`config.mk`:
```
export PLATFORM = sky130hd
export DESIGN_NAME = ledda_cfg_writer
export DESIGN_NICKNAME = d
export VERILOG_FILES = /design/src/rtl/ledda_cfg_writer.sv
export SDC_FILE = /design/constraint.sdc
export NUM_CORES = 1
export LEC_CHECK = 0
export CORE_MARGIN = 5
export CORE_UTILIZATION = 30
export CTS_CLUSTER_DIAMETER = 150
export DETAILED_ROUTE_END_ITERATION = 12
export PLACE_DENSITY_LB_ADDON = 0.15
export SETUP_SLACK_MARGIN = 0.2
export SYNTH_ARGS = -nofsm -noshare
export SYNTH_HDL_FRONTEND = slang
export SYNTH_SLANG_ARGS = --single-unit
export TNS_END_PERCENT = 100
```
`constraint.sdc`:
```
create_clock -name clk -period 3.7 [get_ports clk]
set_input_delay 0.74 -clock clk [delete_from_list [all_inputs] [get_ports clk]]
set_output_delay 0.74 -clock clk [all_outputs]
set_load 0.03 [all_outputs]
```
`src/rtl/ledda_cfg_writer.sv`:
```
// ledda_cfg_writer
//   Register-bus initiator for the iCE40 SB_LEDDA_IP block. Accepts one LED
//   configuration over valid/ready, then issues nine register writes on the
//   LEDDA bus (cs/den/addr/dat) and finally loads ledd_exe from cfg_run.
//
// Parameters
//   GAP_CYCLES : idle cycles (den low) after each write pulse, 1..15
//   FR250      : LEDDCR0 bit 6
//   OUTPOL     : LEDDCR0 bit 5
//
// Ports
//   clk, reset            : clock (also LEDDCLK) and synchronous active-high reset
//   cfg_valid / cfg_ready : configuration handshake; busy = !cfg_ready
//   cfg_*                 : configuration fields, latched on accept
//   ledd_cs/den/addr/dat  : LEDDA register bus
//   ledd_exe, ledd_rst    : LEDDEXE and LEDDRST
module ledda_cfg_writer #(
    parameter int unsigned GAP_CYCLES = 1,
    parameter bit          FR250      = 1'b0,
    parameter bit          OUTPOL     = 1'b0
) (
    input  logic       clk,
    input  logic       reset,
    input  logic       cfg_valid,
    output logic       cfg_ready,
    input  logic       cfg_run,
    input  logic [9:0] cfg_prescale,
    input  logic [7:0] cfg_on_time,
    input  logic [7:0] cfg_off_time,
    input  logic       cfg_breathe_en,
    input  logic [3:0] cfg_breathe_rate,
    input  logic [7:0] cfg_pwm_r,
    input  logic [7:0] cfg_pwm_g,
    input  logic [7:0] cfg_pwm_b,
    output logic       ledd_cs,
    output logic       ledd_den,
    output logic [3:0] ledd_addr,
    output logic [7:0] ledd_dat,
    output logic       ledd_exe,
    output logic       ledd_rst,
    output logic       busy
);

    typedef enum logic [2:0] {
        S_IDLE,
        S_SETUP,
        S_WRITE,
        S_GAP,
        S_END
    } state_t;

    state_t      state, state_nxt;
    logic [3:0]  idx, idx_nxt;
    logic [3:0]  gap_cnt;
    logic        accept;
    logic        gap_done;
    logic [3:0]  wr_addr;
    logic [7:0]  wr_dat;

    logic        run_q;
    logic [9:0]  prescale_q;
    logic [7:0]  on_q, off_q;
    logic        ben_q;
    logic [3:0]  rate_q;
    logic [7:0]  pwm_r_q, pwm_g_q, pwm_b_q;

    assign cfg_ready = (state == S_IDLE) && !reset && !ledd_rst;
    assign busy      = !cfg_ready;
    assign accept    = cfg_valid && cfg_ready;
    assign gap_done  = (gap_cnt == 4'(GAP_CYCLES - 1));

    always_comb begin
        state_nxt = state;
        idx_nxt   = idx;
        case (state)
            S_IDLE:  if (accept) state_nxt = S_SETUP;
            S_SETUP: begin
                idx_nxt   = '0;
                state_nxt = S_WRITE;
            end
            S_WRITE: state_nxt = S_GAP;
            S_GAP: begin
                if (gap_done) begin
                    idx_nxt   = idx + 4'd1;
                    state_nxt = (idx < 4'd8) ? S_WRITE : S_END;
                end
            end
            S_END:   state_nxt = S_IDLE;
            default: state_nxt = S_IDLE;
        endcase
    end

    // Selected by the index the write is about to use, so the registered
    // addr/dat line up with the den pulse.
    always_comb begin
        wr_addr = '0;
        wr_dat  = '0;
        case (idx_nxt)
            4'd0: begin wr_addr = 4'h8; wr_dat = {1'b1, FR250, OUTPOL, 3'b000, prescale_q[9:8]}; end
            4'd1: begin wr_addr = 4'h9; wr_dat = prescale_q[7:0]; end
            4'd2: begin wr_addr = 4'hA; wr_dat = on_q; end
            4'd3: begin wr_addr = 4'hB; wr_dat = off_q; end
            4'd4: begin wr_addr = 4'h5; wr_dat = {ben_q, 3'b000, rate_q}; end
            4'd5: begin wr_addr = 4'h6; wr_dat = {ben_q, 3'b000, rate_q}; end
            4'd6: begin wr_addr = 4'h1; wr_dat = pwm_r_q; end
            4'd7: begin wr_addr = 4'h2; wr_dat = pwm_g_q; end
            4'd8: begin wr_addr = 4'h3; wr_dat = pwm_b_q; end
            default: begin wr_addr = '0; wr_dat = '0; end
        endcase
    end

    // Bus outputs are registered from the next state so each takes effect in
    // the cycle its state is entered.
    always_ff @(posedge clk) begin
        ledd_rst <= reset;
        if (reset) begin
            state     <= S_IDLE;
            idx       <= '0;
            gap_cnt   <= '0;
            ledd_cs   <= 1'b0;
            ledd_den  <= 1'b0;
            ledd_addr <= '0;
            ledd_dat  <= '0;
            ledd_exe  <= 1'b0;
        end else begin
            state    <= state_nxt;
            idx      <= idx_nxt;
            gap_cnt  <= (state == S_GAP) ? gap_cnt + 4'd1 : '0;
            ledd_cs  <= (state_nxt == S_SETUP) || (state_nxt == S_WRITE) || (state_nxt == S_GAP);
            ledd_den <= (state_nxt == S_WRITE);
            if (state_nxt == S_WRITE) begin
                ledd_addr <= wr_addr;
                ledd_dat  <= wr_dat;
            end else if (state_nxt == S_IDLE) begin
                ledd_addr <= '0;
                ledd_dat  <= '0;
            end
            if (state_nxt == S_END) ledd_exe <= run_q;
        end
    end

    always_ff @(posedge clk) begin
        if (accept) begin
            run_q      <= cfg_run;
            prescale_q <= cfg_prescale;
            on_q       <= cfg_on_time;
            off_q      <= cfg_off_time;
            ben_q      <= cfg_breathe_en;
            rate_q     <= cfg_breathe_rate;
            pwm_r_q    <= cfg_pwm_r;
            pwm_g_q    <= cfg_pwm_g;
            pwm_b_q    <= cfg_pwm_b;
        end
    end

endmodule
```
Yosys cells after proc, flatten, opt, wreduce, memory -nomap -nowiden
Cells that the tools add are included.

word-level totals
  logic and storage cells = 64
  output and inout bits = 18
  input bits = 59
  register bits after elaboration = 83

operators by class
  multiplexer cells = 12
  eq/ne operators = 15
  magnitude comparators = 1
  reduce and logical (&&, ||, !) cells = 15
  add/subtract/negate cells = 2
  bitwise logic cells = 1

operators with widths
  kind                                                number
  case mux 8 bit (8 select lines)                     1
  case mux 4 bit (9 select lines)                     1
  == test 4 x 3 -> 1 bit (second input constant)      4
  two-way mux 8 bit                                   2
  == test 3 x 2 -> 1 bit (second input constant)      4
  two-way mux 4 bit                                   3
  case mux 3 bit (4 select lines)                     1
  two-way mux 3 bit                                   3
  adder 4 x 1 -> 4 bit (second input constant)        2
  == test 4 x 2 -> 1 bit (second input constant)      2
  logical NOT 4 bit                                   2
  case mux 4 bit (2 select lines)                     1
  == test 3 x 1 -> 1 bit (second input constant)      2
  logical NOT 3 bit                                   2
  == test 4 x 1 -> 1 bit (second input constant)      1
  == test 4 bit (second input constant)               1
  less-than comparator 4 bit (second input constant)  1
  OR reduction 2 bit                                  2
  == test 3 bit (second input constant)               1
  logical AND 1 bit                                   3
  logical NOT 1 bit                                   3
  logical OR 1 bit                                    2
  nonzero test 2 bit                                  1
  NOT 1 bit                                           1

Longest topological paths before layout
  depth after elaboration = 9
  mapped depth = 9
  mapped depth without buffers = 8

Worst setup path before layout
Ideal clock, no wire load.

  kind = input to register
  start point = in reset
  end point = reg ben_q (enable)
  setup slack = -0.225 ns
  stages on the path = 4
  path buffers = 0
  library setup time = 0.410 ns
  arrival time = 3.514 ns
  data required time = 3.290 ns
  path through = or2_2 -> nor4_1 -> nand2_1 -> inv_1

on the way
  cells in the longest elaborated chain, start to end = 4

RTL lines
  item                             line  source
  from (decl)                      23    input logic reset,
  logical NOT 1 bit                67    assign cfg_ready = (state == S_IDLE) && !reset && !ledd_rst;
  logical AND 1 bit (2 in series)  67
  net cfg_ready                    25    output logic cfg_ready,
  logical AND 1 bit                69    assign accept = cfg_valid && cfg_ready;
  net accept                       55    logic accept;
  to (signal assigned)             148   ben_q <= cfg_breathe_en;
  to (decl)                        63    logic ben_q;

The timed path passes the listed nets, and every way through them passes these cells.
A chain may end at the register's enable or synchronous reset.

Final worst setup path
  start point = in reset
  end point = out busy

on the way
  cells in the longest elaborated chain, start to end = 4

RTL lines
  item                             line  source
  logical NOT 1 bit                67
  logical AND 1 bit (2 in series)  67
  logical NOT 1 bit                68    assign busy = !cfg_ready;
  to (decl)                        41    output logic busy

No other way between the ends.

==> run summary <==
Worst setup SP type: input port
Post-synth ARST share: 0
Sequential power share: 0.497
Final Net Count: 433
Post-detail-place hpwl: 6370 µm
CTS Sinks: 83
H-tree depth: 3
Class of the worst hold path: reg -> reg
Detailed Routing Iterations Pass 1: 4
First-pass GRT wire length: 14600 µm
Syn_area_per_cell: 12.1 µm²
Status: completed
Root buffer cell: clkbuf_16
F_max: 312 MHz
Synth area leader: edfxtp_1
Routed Antenna Nets: 0
Gates resized, CTS repair: 0
PD cells: 436 nW/µm²
Top cells by area, synth: edfxtp_1, dfxtp_1, o21ai_0, nand2_1, nor2_1
Switching power: 446 µW
Final Max Tran Viols: 0
Initial antenna violation count: 0
Yosys warns: 0
Iter 0 DRT Violations: 176
Main synth FF type: edfxtp_1
DR WL/cell: 17.0 µm
Full die area: 14000 µm²
Placer Congestion: 0.784
Worst-Skew Late Latency: 0.34 ns
Core ar.: 11500 µm²
Std-Cell Rows: 39
Starting Density: 0.307
Non-filler instance count after layout: 519
Peak supply drop: 0.290 mV
Clock skew: 0.0114 ns
Setup-failing EPs final: 0
CTS buffer count: 9
Final Util: 0.414
Worst EP arrival: 2.47 ns
Top post-synthesis cells by count: edfxtp_1, dfxtp_1, o21ai_0
Num ports: 77
Worst setup EP type: primary output
Power Internal: 1620 µW
Critical path class: in -> out
Vias: 2615
Sw Share: 0.216
Mapped Cells: 290
P_leak: 0.00155 µW
Most common cell in the netlist: edfxtp_1
Clock buffer depth: 2
Number of flops mapped to enable cells by yosys: 56
Number of synthesized register bits: 83
Via/cell ratio: 5.04
Pin count of the biggest net entering global routing: 47
Synth Cell Area: 3520 µm²
Min cycle time layout: 3.21 ns
Gr usage total: 0.131
Post-detailed-route DRC marker count: 0
Grt total ovfl: 0
Setup Buffers After CTS: 0
Hold_buf cts: 0
Dpl cells: 503
Worst slew margin: 0.287
Drt total wl: 8820 µm
Synth Net Count: 352
Ant diodes: 0
Vias in the first global route: 2826
Seq/Total Area, Yosys: 0.631
Layout area overhead: 34.8%
Ratio of cells with drive above 1 in the final layout: 0.0798
Worst Max-Slew Pin Slew: 1.07 ns
Max Cap Viol: 0
Combinational share of power: 0.066
TNS Setup: 0 ns
Crit share post-route: 0.868
CTS tree: yes
Share of the synthesized area in the top cell type: 0.477
I/O Buffers: 76
RSZ-0062 raised after global routing: no
Distinct cell type count after synthesis: 59
Hold Vio Cnt, Final: 0
Reg clk slew, reported paths: 0.06 ns
Chip width: 118 µm
Die Height: 118 µm
WP data required: 2.96 ns
Power share of the clock group: 0.437
Worst-path maximum fanout: 3
## cell families after synthesis
kind of cell,Yosys count,share of synthesized area
AO/OA/AOI/OAI,80,0.162
adder cells (fa/ha/maj),3,0.0107
buffers and inverters,21,0.0281
XOR/XNOR,2,0.00497
flip-flops,83,0.631
AND/OR/NAND/NOR,98,0.155
multiplexers,3,0.00888
## power by group through the flow
stage                     registers, µW  clock network (µW)  logic (µW)
final                              1030                 904         137
after floorplan                    1050                   0        45.7
after global placement             1050                   0         138
after CTS                          1030                 925         139
after detailed placement           1050                   0         139
after global routing               1030                 969         148
## area by class of cell
| cell class | count | area [µm²] |
|---|---|---|
| inverter | 11 | 45.0 |
| multi-input combinational | 186 | 1200 |
| tap | 143 | 179 |
| sequential | 83 | 2220 |
| clock buffer | 9 | 225 |
| timing repair buffer | 80 | 801 |
| fill | 1125 | 6720 |
| clock inverter | 7 | 75.1 |
## path summary, 6_finish.rpt
path	from	endpoint	slack (ns)	cells past startpoint
worst max-delay path	reset	busy	0.49	5
worst min-delay path	ledd_addr[0]	ledd_addr[0]	0.45	2
worst max register to register	gap_cnt[0]	ledd_dat[1]	0.79	8
worst min register to register	ledd_addr[0]	ledd_addr[0]	0.45	2
## cell usage in the layout, fill, tap and decap left out, types with 4 or more instances in the layout
cell             synthesis  routed
nor4_1                   6       6
clkdlybuf4s50_1          0      75
dfxtp_1                 27      27
inv_1                   11      10
nor3b_1                  7       7
a22oi_1                  6       6
edfxtp_1                56      56
nor2_1                  23      23
a32oi_1                  6       6
nor2b_1                  4       4
nand2b_1                 4       4
buf_4                    1       4
nand3_1                  5       5
nand2_1                 23      23
a222oi_1                 6       6
a21oi_1                 12      12
clkbuf_16                0       9
a2bb2oi_1                4       4
o21ai_0                 24      24
## critical path, cell delays in order
cell and delay (ns):
clkdlybuf4s50_1 0.41, or2_2 0.29, nor4_1 0.34, inv_1 0.09
clkdlybuf4s50_1 0.61
## layer usage
layer / GRT usage / vias up / part of all wire
met5: 0 / - / 0
met4: 0.0383 / 0 / 0.014
met3: 0.0430 / 7 / 0.051
met2: 0.221 / 67 / 0.49
met1: 0.160 / 1253 / 0.45
li1: - / 1288 / -
## through the flow
step	setup WS [ns]	total power [µW]	hold slack, ns	area, µm²
6_report	0.490	2070	0.448	4750
2_1_floorplan	0.220	1100	0.430	3530
3_3_place_gp	0.487	1190	0.441	4450
5_1_grt	0.403	2150	0.471	4750
3_5_place_dp	0.479	1190	0.445	4450
4_1_cts	0.471	2090	0.454	4750
## registers in the layout (all words and copies together), names as in the netlist
register	count
pwm_r_q	8
gap_cnt	4
rate_q	4
prescale_q	10
ledd_addr	4
idx	4
ledd_rst	1
pwm_b_q	8
off_q	8
ledd_dat	8
on_q	8
ledd_cs	1
ledd_exe	1
run_q	1
ledd_den	1
state	3
ben_q	1
pwm_g_q	8
No activity file was read; power rests on OpenSTA's default activity.
